===== src/rtl/t03_pkg.sv =====
// Shared definitions for the team-03 screen path: screen encoding seen by the
// text decoder and the default frame counts used by the sequencer.
package t03_pkg;

  typedef enum logic [2:0] {
    TITLE = 3'd0,
    CNT3  = 3'd1,
    CNT2  = 3'd2,
    CNT1  = 3'd3,
    FIGHT = 3'd4,
    WIN1  = 3'd5,
    WIN2  = 3'd6
  } game_state_t;

  localparam int DEFAULT_COUNT_FRAMES = 60;
  localparam int DEFAULT_WIN_FRAMES   = 180;
  localparam int DEFAULT_CNT_W        = 8;

  // Screens whose length is measured in frames; TITLE and FIGHT wait on events.
  function automatic logic is_timed_screen(input game_state_t s);
    return (s == CNT3) || (s == CNT2) || (s == CNT1) || (s == WIN1) || (s == WIN2);
  endfunction

endpackage


===== src/rtl/t03_frame_timer.sv =====
// Frame counter for timed screens: counts ticks since the last clear and flags
// the tick that completes `limit` frames.
module t03_frame_timer #(
  parameter int CNT_W = 8
) (
  input  logic             clk,
  input  logic             rst,
  input  logic             clr,
  input  logic             tick,
  input  logic [CNT_W-1:0] limit,
  output logic             done
);

  logic [CNT_W-1:0] fcnt;

  always_ff @(posedge clk) begin
    if (rst || clr) begin
      fcnt <= '0;
    end else if (tick) begin
      fcnt <= fcnt + 1'b1;
    end
  end

  // A tick during the clearing cycle belongs to the screen being entered and is not counted.
  assign done = tick & ~clr & (fcnt == (limit - 1'b1));

endmodule


===== src/rtl/t03_screen_sequencer.sv =====
// Screen and round sequencer: title, three-step countdown, fight, winner screens.
// Drives the decoder's game_state bus and gates/redraws the rest of the game.
module t03_screen_sequencer
  import t03_pkg::*;
#(
  parameter int COUNT_FRAMES = DEFAULT_COUNT_FRAMES,
  parameter int WIN_FRAMES   = DEFAULT_WIN_FRAMES,
  parameter int CNT_W        = DEFAULT_CNT_W
) (
  input  logic       clk,
  input  logic       rst,
  input  logic       start_btn,
  input  logic       frame_tick,
  input  logic       p1_ko,
  input  logic       p2_ko,
  output logic [2:0] game_state,
  output logic       fight_en,
  output logic       redraw,
  output logic       round_reset
);

  localparam logic [CNT_W-1:0] COUNT_LIMIT = CNT_W'(COUNT_FRAMES);
  localparam logic [CNT_W-1:0] WIN_LIMIT   = CNT_W'(WIN_FRAMES);

  game_state_t      state;
  game_state_t      next_state;
  logic             start_q;
  logic             start_rise;
  logic             round_reset_d;
  logic             timer_tick;
  logic             timer_done;
  logic [CNT_W-1:0] timer_limit;

  assign start_rise = start_btn & ~start_q;
  assign game_state = state;

  // start_q resets high so a button held through reset cannot start a game.
  always_ff @(posedge clk) begin
    if (rst) begin
      state       <= TITLE;
      start_q     <= 1'b1;
      fight_en    <= 1'b0;
      redraw      <= 1'b1;
      round_reset <= 1'b0;
    end else begin
      state       <= next_state;
      start_q     <= start_btn;
      fight_en    <= (next_state == FIGHT);
      redraw      <= (next_state != state);
      round_reset <= round_reset_d;
    end
  end

  always_comb begin
    next_state = state;
    case (state)
      TITLE: if (start_rise) next_state = CNT3;
      CNT3:  if (timer_done) next_state = CNT2;
      CNT2:  if (timer_done) next_state = CNT1;
      CNT1:  if (timer_done) next_state = FIGHT;
      FIGHT: begin
        if (p1_ko && p2_ko)      next_state = CNT3;
        else if (p1_ko)          next_state = WIN2;
        else if (p2_ko)          next_state = WIN1;
      end
      WIN1, WIN2: if (timer_done) next_state = TITLE;
      default: next_state = TITLE;
    endcase
  end

  // Both a fresh start and a double-KO rematch restore health and positions.
  always_comb begin
    round_reset_d = ((state == TITLE) && start_rise) || ((state == FIGHT) && p1_ko && p2_ko);
    timer_tick    = frame_tick & is_timed_screen(state);
    timer_limit   = ((state == WIN1) || (state == WIN2)) ? WIN_LIMIT : COUNT_LIMIT;
  end

  // redraw marks the first cycle of every screen, which is also when the timer restarts.
  t03_frame_timer #(
    .CNT_W (CNT_W)
  ) u_timer (
    .clk   (clk),
    .rst   (rst),
    .clr   (redraw),
    .tick  (timer_tick),
    .limit (timer_limit),
    .done  (timer_done)
  );

endmodule


===== config.mk =====
export PLATFORM = sky130hd
export DESIGN_NAME = t03_screen_sequencer
export DESIGN_NICKNAME = d
export VERILOG_FILES = /design/src/rtl/t03_pkg.sv /design/src/rtl/t03_frame_timer.sv /design/src/rtl/t03_screen_sequencer.sv
export SDC_FILE = /design/constraint.sdc
export NUM_CORES = 1
export LEC_CHECK = 0
export BUFFER_PORTS_ARGS = -buffer_cell sky130_fd_sc_hd__buf_2
export CAP_MARGIN = 20
export CORE_MARGIN = 4
export CORE_UTILIZATION = 30
export DETAILED_ROUTE_END_ITERATION = 6
export GPL_TIMING_DRIVEN = 0
export PLACE_DENSITY_LB_ADDON = 0.05
export SLEW_MARGIN = 0
export SYNTH_ARGS = -nofsm -noshare
export SYNTH_HDL_FRONTEND = slang
export SYNTH_SLANG_ARGS = --single-unit
export TNS_END_PERCENT = 20

===== constraint.sdc =====
create_clock -name clk -period 1.9 [get_ports clk]
set_input_delay 0.095 -clock clk [delete_from_list [all_inputs] [get_ports clk]]
set_output_delay 0.095 -clock clk [all_outputs]
set_load 0.01 [all_outputs]

==> results.json <==
{
  "die_w_um": 63.29,
  "min_from": "start_btn",
  "worstPathArrival_ns": 1.95,
  "grt_usage_pct": 11.58,
  "detail_route.wl_per_cell_um": 13.69,
  "worst_r2r_path_depth": 6,
  "grt_max_degree": 11,
  "worst_slew_pin_slew_ns": 0.5393,
  "synth-edff-count": 0,
  "grt_pass1_wl_mm": 3.788,
  "postCtsSetupRepairBufs": 0,
  "setup_viol": 0,
  "grt_setup_unrepaired": "no",
  "clkSinkCount": 15,
  "whs_endpoint": "start_q",
  "nNetsFinal": 134,
  "via_per_inst": 5.465,
  "startpoint_type": "register",
  "min_period_over_period_pct": 93.10,
  "r2r_setup_slack_ns": 0.13,
  "crit_fanout": 8,
  "initial_core_util_pct": 32.42,
  "drt-pass1-iter-count": 4,
  "synthArstFlopShare_pct": 0,
  "antenna_found_initial": 0,
  "ant_nets": 0,
  "skew_ns": 0.002896,
  "htreeDepth": 1,
  "clock_latency_ns": 0.28,
  "relSlewSlack_pct": 63.91,
  "path_clk_slew_ns": 0.09,
  "critPathTopFamily": "simple AND/OR/NAND/NOR gates",
  "cts_inserted_buffers": 3,
  "drt_iter0_drc": 31,
  "ys_ff_latch": 15,
  "core_area_um2": 2829,
  "r2r-end": "game_state[1]",
  "fin_tns_setup_ns": 0,
  "slowest_stage": "mux2_4",
  "gp_congestion": 0.8051,
  "synth_fp_nets": 118,
  "leakagePower_nw": 0.4054,
  "cp-end-kind": "register",
  "min_delay_path_depth": 2,
  "drv_slew": 0,
  "drive_gt1_share_pct": 23.02,
  "hold_path.class": "in -> reg",
  "path_buf_inv": 1,
  "yosysUniqueCellTypes": 40,
  "syn_area_um2": 917.1,
  "die_y_um": 63.29,
  "dp_hpwl_mm": 1.578,
  "required_ns": 2.09,
  "fmax_mhz": 565.3,
  "fp-row-count": 19,
  "ir_worst_vdd_mv": 0.2535,
  "power_density_nw_per_um2": 629.7,
  "worst_path_largest_cell_delay_ns": 0.36,
  "synth_seq_area_share_pct": 32.74,
  "drv_cap": 0,
  "yosys_warnings": 0,
  "clock_path_buffers": 2,
  "hold_viol_final": 0,
  "synthFlopType": "dfxtp_1",
  "timing.rr.start": "game_state[0]",
  "grt_pass1_vias": 837,
  "cts-root-buf": "clkbuf_4",
  "fp.dieArea_um2": 4006,
  "io_pins": 12,
  "syn2layout_area_growth_pct": 13.78,
  "critical_path_class": "reg -> reg",
  "route.detailed.drc": 0,
  "diodes": 0,
  "fillers": 308,
  "finish.utilization_pct": 36.89,
  "finalPower_w": 0.0006571,
  "cts_tree": "built",
  "port_buffers": 11,
  "vias": 858,
  "grt_overflow_total": 0,
  "wl_mm": 2.150,
  "worstPathCellList": "buf_6, xor2_1, nand2_1, mux2_4, or3_1, and3_1",
  "period_minus_slack_ns": 1.769,
  "postSynthCellCount": 111,
  "status": "complete, no violations",
  "synth.avg_cell_area_um2": 8.262
}
[cell usage after synthesis, types with 2 or more instances]
| library cell | n | area [um^2] |
|---|---|---|
| dfxtp_1 | 15 | 300.3 |
| nand2_1 | 13 | 48.80 |
| nor2_1 | 13 | 48.80 |
| a31oi_1 | 5 | 31.28 |
| o21ai_0 | 5 | 25.02 |
| xor2_1 | 5 | 43.79 |
| and3_1 | 4 | 25.02 |
| a21oi_1 | 3 | 15.01 |
| nand3_1 | 3 | 15.01 |
| nand4b_1 | 3 | 26.28 |
| nor3_1 | 3 | 15.01 |
| xnor2_1 | 3 | 26.28 |
| and3_2 | 2 | 15.01 |
| buf_6 | 2 | 22.52 |
| clkbuf_8 | 2 | 27.53 |
| inv_1 | 2 | 7.510 |
| nand4_1 | 2 | 12.51 |
| nor3b_1 | 2 | 15.01 |
| o31ai_1 | 2 | 15.01 |
| or2_2 | 2 | 12.51 |
[what timing repair did]
action                                  CTS  global route
hold buffers                              0             0
endpoints found under the setup margin    0             1
gates resized for setup                   0             1
[through the flow]
stage	instance area, um^2	cells	hold WS (ns)	worst slack (ns)
global placement	1011	153	0.2949	0.1101
finish	1044	157	0.007092	0.1311
detailed placement	1011	153	0.3028	0.07098
global route	1044	157	0.004626	0.01966
CTS	1037	157	0.001382	0.05117
floorplan	917.1	111	0.1666	0.2218
[power by group]
group	leakage (nW)	switching (W)	total [W]	internal (W)
Clock	0.0150	0.000107	0.000188	0.0000816
Combinational	0.269	0.0000798	0.000135	0.0000550
Sequential	0.122	0.00000884	0.000334	0.000325
[worst max path at each step]
stage,start,to,slack (ns),depth (start not counted)
after floorplan,game_state[0],game_state[1],0.22,6
after global placement,game_state[2],u_timer.fcnt[7],0.11,5
after detailed placement,game_state[2],u_timer.fcnt[7],0.07,5
after CTS,game_state[2],u_timer.fcnt[7],0.05,5
after global routing,game_state[0],game_state[1],0.02,6
final,game_state[0],game_state[1],0.13,6
[logic make-up (layout without fill, tap and decap cells)]
group,count (synthesis),in the layout,synth area share [%]
simple gates,57,57,34.11
compound gates,22,22,15.83
mux,1,1,1.637
fa+ha+maj,1,1,1.364
buf+inv,7,22,6.685
flops,15,15,32.74
xor+xnor,8,8,7.640
[registers in the layout, summed over array words and instances (netlist names)]
name / flops
redraw: 1
game_state: 3
start_q: 1
round_reset: 1
u_timer.fcnt: 8
fight_en: 1
[worst register-to-register path, cell delays in order, from the launching register on]
cell     delay [ns]
dfxtp_1        0.35
buf_6          0.13
xor2_1         0.23
nand2_1        0.13
mux2_4         0.36
or3_1          0.34
and3_1         0.14
[cells in the final DEF, fill, tap and decap left out, drive strengths merged, types with 5 or more instances in the layout]
cell / instances
nand2: 13
nor2: 13
dfxtp: 15
clkbuf: 6
and3: 6
xor2: 5
buf: 14
a31oi: 5
o21ai: 5
[final cells by class]
cell class                 count  area (um^2)  share of cell area [%]
tap                           31        38.79                   3.717
sequential                    15        300.3                   28.78
buffer                         5        53.80                   5.156
timing repair buffer          11        55.05                   5.276
inverter                       2        7.507                  0.7194
multi-input combinational     89        561.8                   53.84
clock buffer                   4        26.28                   2.518
[routing by layer]
| layer | vias to the layer above | routed length (um) | share of wire, % | GRT usage (%) |
|---|---|---|---|---|
| met5 | - | 0 | 0 | 0 |
| met4 | 0 | 48 | 2.2 | 6.469 |
| met3 | 4 | 131 | 6.1 | 2.131 |
| met2 | 27 | 889 | 41 | 17.26 |
| met1 | 401 | 1080 | 50 | 15.59 |
| li1 | 426 | - | - | - |
No activity file was read; power rests on OpenSTA's default activity.
